<file path="config.mk">
export PLATFORM = sky130hd
export DESIGN_NAME = ram_parity_arbiter
export DESIGN_NICKNAME = d
export VERILOG_FILES = /design/src/rtl/ram_parity_arbiter.sv
export SDC_FILE = /design/constraint.sdc
export NUM_CORES = 2
export LEC_CHECK = 0
export CAP_MARGIN = 20
export CELL_PAD_IN_SITES_DETAIL_PLACEMENT = 1
export CELL_PAD_IN_SITES_GLOBAL_PLACEMENT = 2
export CORE_MARGIN = 10
export CORE_UTILIZATION = 45
export CTS_CLUSTER_DIAMETER = 200
export DETAILED_ROUTE_END_ITERATION = 8
export DONT_BUFFER_PORTS = 1
export HOLD_SLACK_MARGIN = 0.06
export PLACE_DENSITY = 0.71
export SETUP_SLACK_MARGIN = 0.15
export SKIP_CTS_REPAIR_TIMING = 1
export SLEW_MARGIN = 10
export SYNTH_ARGS = -nofsm -noshare
export SYNTH_HDL_FRONTEND = slang
export SYNTH_SLANG_ARGS = --single-unit
export TNS_END_PERCENT = 5
</file>
<file path="constraint.sdc">
create_clock -name clk -period 18.4 [get_ports clk]
set_clock_uncertainty 0.05 [all_clocks]
set_input_delay 2.76 -clock clk [delete_from_list [all_inputs] [get_ports clk]]
set_output_delay 2.76 -clock clk [all_outputs]
set_load 0.03 [all_outputs]
</file>
<file path="src/rtl/ram_parity_arbiter.sv">
// Round-robin arbiter and access sequencer for a single-port, parity-protected RAM
// shared by two requesters; logs the count and address of read parity mismatches.
module ram_parity_arbiter #(
  parameter int DATA_WIDTH = 8,
  parameter int ADDR_WIDTH = 8,
  parameter bit ODD_PARITY = 1'b0
) (
  input  logic                  clk,
  input  logic                  rst_n,
  input  logic                  a_req,
  input  logic                  a_we,
  input  logic [ADDR_WIDTH-1:0] a_addr,
  input  logic [DATA_WIDTH-1:0] a_wdata,
  output logic                  a_gnt,
  output logic                  a_rvalid,
  output logic [DATA_WIDTH-1:0] a_rdata,
  output logic                  a_perr,
  input  logic                  b_req,
  input  logic                  b_we,
  input  logic [ADDR_WIDTH-1:0] b_addr,
  input  logic [DATA_WIDTH-1:0] b_wdata,
  output logic                  b_gnt,
  output logic                  b_rvalid,
  output logic [DATA_WIDTH-1:0] b_rdata,
  output logic                  b_perr,
  input  logic                  err_inj,
  output logic [7:0]            err_cnt,
  output logic [ADDR_WIDTH-1:0] err_addr
);

  localparam int DEPTH = 1 << ADDR_WIDTH;

  typedef enum logic [1:0] {IDLE, ACCESS, RESP} state_t;

  state_t                  state_q, state_d;
  logic                    sel_b_q;
  logic                    we_q;
  logic [ADDR_WIDTH-1:0]   addr_q;
  logic [DATA_WIDTH-1:0]   wdata_q;
  logic                    ptr_b_q;
  logic                    start;
  logic                    sel_b_d;
  logic                    rd_perr;
  logic [DATA_WIDTH:0]     rd_word;
  logic [DATA_WIDTH:0]     mem [DEPTH];

  function automatic logic par(input logic [DATA_WIDTH-1:0] d);
    return ODD_PARITY ? ~^d : ^d;
  endfunction

  // B wins only when A is idle or the pointer favours B.
  assign start   = (state_q == IDLE) && (a_req || b_req);
  assign sel_b_d = b_req && (!a_req || ptr_b_q);
  assign rd_word = mem[addr_q];
  assign rd_perr = rd_word[DATA_WIDTH] != par(rd_word[DATA_WIDTH-1:0]);

  always_comb begin
    // NOTE: every always_comb output gets a default first so no path infers a latch.
    state_d = state_q;
    unique case (state_q)
      IDLE:    if (a_req || b_req) state_d = ACCESS;
      ACCESS:  state_d = we_q ? IDLE : RESP;
      RESP:    state_d = IDLE;
      default: state_d = IDLE;
    endcase
  end

  // NOTE: sequential state uses non-blocking assignments so all registers update together.
  always_ff @(posedge clk) begin
    if (!rst_n) state_q <= IDLE;
    else        state_q <= state_d;
  end

  always_ff @(posedge clk) begin
    if (!rst_n) begin
      sel_b_q  <= 1'b0;
      we_q     <= 1'b0;
      addr_q   <= '0;
      wdata_q  <= '0;
      ptr_b_q  <= 1'b0;
      a_gnt    <= 1'b0;
      b_gnt    <= 1'b0;
      a_rvalid <= 1'b0;
      b_rvalid <= 1'b0;
      a_perr   <= 1'b0;
      b_perr   <= 1'b0;
      a_rdata  <= '0;
      b_rdata  <= '0;
      err_cnt  <= '0;
      err_addr <= '0;
    end else begin
      a_gnt    <= 1'b0;
      b_gnt    <= 1'b0;
      a_rvalid <= 1'b0;
      b_rvalid <= 1'b0;
      a_perr   <= 1'b0;
      b_perr   <= 1'b0;
      if (start) begin
        sel_b_q <= sel_b_d;
        we_q    <= sel_b_d ? b_we    : a_we;
        addr_q  <= sel_b_d ? b_addr  : a_addr;
        wdata_q <= sel_b_d ? b_wdata : a_wdata;
        ptr_b_q <= !sel_b_d;
        a_gnt   <= !sel_b_d;
        b_gnt   <= sel_b_d;
      end
      if (state_q == ACCESS && !we_q) begin
        if (sel_b_q) begin
          b_rvalid <= 1'b1;
          b_rdata  <= rd_word[DATA_WIDTH-1:0];
          b_perr   <= rd_perr;
        end else begin
          a_rvalid <= 1'b1;
          a_rdata  <= rd_word[DATA_WIDTH-1:0];
          a_perr   <= rd_perr;
        end
      end
      // Error log commits on leaving RESP, so a reset there drops the update.
      if (state_q == RESP && (a_perr || b_perr)) begin
        if (err_cnt != 8'hFF) err_cnt <= err_cnt + 8'd1;
        err_addr <= addr_q;
      end
    end
  end

  // NOTE: the RAM array has no reset; contents survive rst_n, only the write is gated by it.
  always_ff @(posedge clk) begin
    if (rst_n && state_q == ACCESS && we_q)
      mem[addr_q] <= {par(wdata_q) ^ err_inj, wdata_q};
  end

endmodule

</file>
# == After elaboration in Yosys (flattened, before gate mapping) ==
# Memory sizes are Yosys's and may differ from the RTL's. A register that Yosys moved wholly into a read port is not among the register bits.
# Index checks and enable logic that the tools add are counted.
# totals
register_bits,59
ramBits,2304
in_bits,39
output_inout_bits,38
word_cells,61
n_memories,1
# op_classes
n_addsub,1
eq_ne,5
muxes,12
bitwise,4
reduce_logical,22
# mem_list
memory,words,word_bits,read_ports,rd_clocked_by_memory_dff,write_ports,line_no,source
mem,256,9,1,1,1,45,logic [DATA_WIDTH:0] mem [DEPTH];
# op_table
cell,n
$mux 8,4
$reduce_xor 8->1,2
$reduce_and 2->1,5
$add 8x1->8 const B,1
$ne 8x8->1 const B,1
$logic_and 1x1->1,6
$mux 1,5
$mux 2,2
$pmux 2 s2,1
$logic_not 1->1,3
$logic_or 1x1->1,3
$not 1->1,3
$reduce_and 3->1,1
$reduce_or 3->1,1
$eq 2x1->1 const B,1
$eq 2x2->1 const B,1
$logic_not 2->1,1
$ne 2x1->1 const B,1
$ne 1x1->1,1
$xor 1x1->1,1

# == Depth between registers and ports, before layout ==
# logic_depth
word_depth,6
ltp_mapped,17
ltp_nobuf,10

# == Worst setup path before layout ==
# OpenSTA, ideal clock, no wires.
# synth_path
path_type,reg2reg
start,reg wdata_q[5]
end,mem mem[0][8] (netlist name) (data pin)
setup_time_ns,1.646
arrival_time_ns,11.463
t_required_ns,16.704
setup_slack_ns,5.241
stages_incl_launch_ff,5
path_buffers,0
synth_period_minus_slack_ns,13.159
path_cell_list,dfxtp_1 -> xnor2_1 -> xnor2_1 -> xnor2_1 -> xnor2_1
# synth_between
elab_chain_len,2
# synth_rtl
element,line_no,source
start: declaration,39,logic [DATA_WIDTH-1:0] wdata_q;
start signal: assignment,102,wdata_q <= sel_b_d ? b_wdata : a_wdata;
$reduce_xor 8->1,48,return ODD_PARITY ? ~^d : ^d;
$xor 1x1->1,129,"mem[addr_q] <= {par(wdata_q) ^ err_inj, wdata_q};"
end: declaration,45,
# No other way between the ends.

==> metrics <==
Mapped Cells 4409; die height 473 um; GP Congestion 0.839; critical path class reg -> reg; WP data arrival 7.48 ns; CTS tree yes; Vias/cell approximately 6.3; crit path cell chain buf_12 > buf_4 > buf_4 > buf_4 > mux4_2 > mux4_2 > a211oi_1 > nor4_2 > xnor2_1 > xnor2_2 > xnor3_1 > nor3_2; Final setup viols 0; post-synthesis sequential area ratio 76.5%; Worst-Margin Slew 1.23 ns; Final #Nets 4633; Reg clk slew, reported paths 0.06 ns; Overall Global Routing Usage 25.0%; antenna violations before repair 15; vias in the first global route 48200; CTS buffer count 236; RSZ-0062 raised after global routing false; Post-DRT Antenna Nets 0; CP bufs+invs 4; Initial Util about 45%; Peak VDD IR 190 uV; syn nets about 4400; Tcrit/Tclk final 36.6%; YS warnings 0; # IOs 77; DP Worst Slack roughly 12 ns; largest net degree at the start of global routing 225; Async S/R FF share, synth 0%; Post-route DRC 0; Crit-path slowest cell buf_4; number of flops mapped to enable cells by yosys 2304; commonest non-fill, non-tap cell in the layout edfxtp_1; drt total wl 282000 um; FMAX 148 MHz; Netlist cell types 76; clock tree sinks 2371; Finished Cell Area a little over 0.1 mm2; Layout Area Growth over Synthesis 12.2%; Max Cap Viol 0; most frequent cells in the layout 2304 x edfxtp_1, 546 x mux4_2, 347 x nor2_1; 1st-iter DRT viols between 6000 and 7000; layout cells sized above 1 24.0%; startpoint types flop; area of the die 0.223 mm2; Fin Hold WS 0.412 ns; H-tree depth 4; Final HPWL DP 174000 um; critical path endpoint category flop; Syn Area/Cell 20.9 um2; post-layout min period 6.74 ns; Worst slew margin 17.8%; Overall Power ~12 mW; delay-heaviest family, CP buffers and inverters; max incr delay on CP 0.77 ns; clock latency on the worst-skew pair 0.89 ns; post-synthesis register bit count 2371; Root Buffer clkbuf_16; largest family of logic cells by synthesized area multiplexers; Finished Layout Cells 7486; Simple-Gate Fraction of Synth Area 3.04%; Compound-Gate Fraction of Synth Area between 2 and 3%; Critical Path Fanout Max 90; CP most frequent cell buf_4; die width 473 um; # rows 166; Max Root-Sink Buffers 3; Mapped Area 0.0922 mm2; P per Cell Area 119 mW/mm2; setup_tns 0 ns; DR vias 47500; IO Port Bufs 0; Hold Crit Class reg -> reg; Adder-Cell Fraction of Synth Area 0.0136%; Synth Flop Type edfxtp_1; CP required 19.14 ns; router iterations before antenna repair 7; worst setup margin 11.66 ns; Post-Synth XOR/XNOR Area 0.223%; Final Hold Viols 0; Core Box Area between 0.2 and 0.25 mm2; mux share of post-synthesis cell area 15.8%; leakage 31.4 nW; GRT overflow 0; DP Area roughly 0.095 mm2; fin util around 50%; placed cell count between 7000 and 8000; first-pass GRT wire length between 300000 and 400000 um; fill count 18000; run status completed; Final Max Slew Viols 0; wire per inst 37.7 um
-- flip-flops by register name, summed over array words and instances (netlist names), named ones only --
name,cells
b_rvalid,1
a_gnt,1
a_perr,1
a_rdata,8
mem,2304
addr_q,8
b_rdata,8
wdata_q,8
err_addr,8
a_rvalid,1
b_perr,1
b_gnt,1
state_q,2
ptr_b_q,1
we_q,1
err_cnt,8
sel_b_q,1
-- area by class of cell --
class	count	area, um2	share of cell area [%]
well taps	2688	3360	3.25
inverters	14	57.6	0.0556
flip-flops and latches	2371	70600	68.2
diodes	3	7.51	0.00725
clock buffers	299	6180	5.97
multi-input cells	1762	20000	19.4
clock inverters	141	1540	1.49
repair buffers	208	1730	1.67
-- layer usage --
| layer | up-vias | share of wire [%] | routed length [um] | global-route usage (%) |
|---|---|---|---|---|
| met5 | - | 0.022 | 63 | 0 |
| met4 | 10 | 4.1 | 11700 | 9.03 |
| met3 | 483 | 8.9 | 25100 | 4.65 |
| met2 | 2432 | 47 | 133000 | 39.2 |
| met1 | 25900 | 40 | 112000 | 35.3 |
| li1 | 18700 | - | - | - |
-- cells by family after synthesis --
kind of cell,after synthesis
flops,2371
compound gates,328
fa+ha+maj,1
buf+inv,276
simple gates,643
xor+xnor,21
mux,769
-- power breakdown --
part / internal (mW) / switching (mW) / total, mW
registers: 6.15 / 0.0681 / 6.22
logic: 0.365 / 0.852 / 1.22
clock network: 2.74 / 2.10 / 4.84
total: 9.26 / 3.02 / 12.3
-- cells in the mapped netlist, drive strengths merged (13+ instances only) --
| cell type | instances | area share (%) |
|---|---|---|
| nor3 | 42 | 0.23 |
| nor4 | 14 | 0.095 |
| and2 | 13 | 0.088 |
| nand4 | 18 | 0.12 |
| o22ai | 42 | 0.28 |
| nand2b | 14 | 0.095 |
| a221oi | 15 | 0.14 |
| a21oi | 41 | 0.22 |
| a222oi | 16 | 0.17 |
| clkbuf | 101 | 0.41 |
| xnor2 | 15 | 0.15 |
| dfxtp | 67 | 1.5 |
| o21ai | 29 | 0.16 |
| a211oi | 34 | 0.28 |
| o221ai | 20 | 0.19 |
| buf | 161 | 1.4 |
| a22oi | 61 | 0.50 |
| edfxtp | 2304 | 75 |
| nand2 | 106 | 0.43 |
| mux4 | 546 | 13 |
| mux2i | 211 | 2.3 |
| nor2b | 25 | 0.17 |
| nand3 | 33 | 0.18 |
| nor2 | 356 | 1.5 |
-- tightest hold or removal path, cell delays in order, from the launching register on --
cell	delay, ns
dfxtp_1	0.31
inv_1	0.05
a211oi_1	0.05
-- worst paths after layout --
check / start / end / slack [ns] / depth (start not counted)
min reg2reg: ptr_b_q$_SDFFE_PN0P_ / ptr_b_q$_SDFFE_PN0P_ / 0.41 / 2
min: ptr_b_q$_SDFFE_PN0P_ / ptr_b_q$_SDFFE_PN0P_ / 0.41 / 2
max: flop / b_perr$_SDFF_PN0_ / 11.66 / 12
max reg2reg: flop / b_perr$_SDFF_PN0_ / 11.66 / 12
Power figures use the tool's default switching activity.
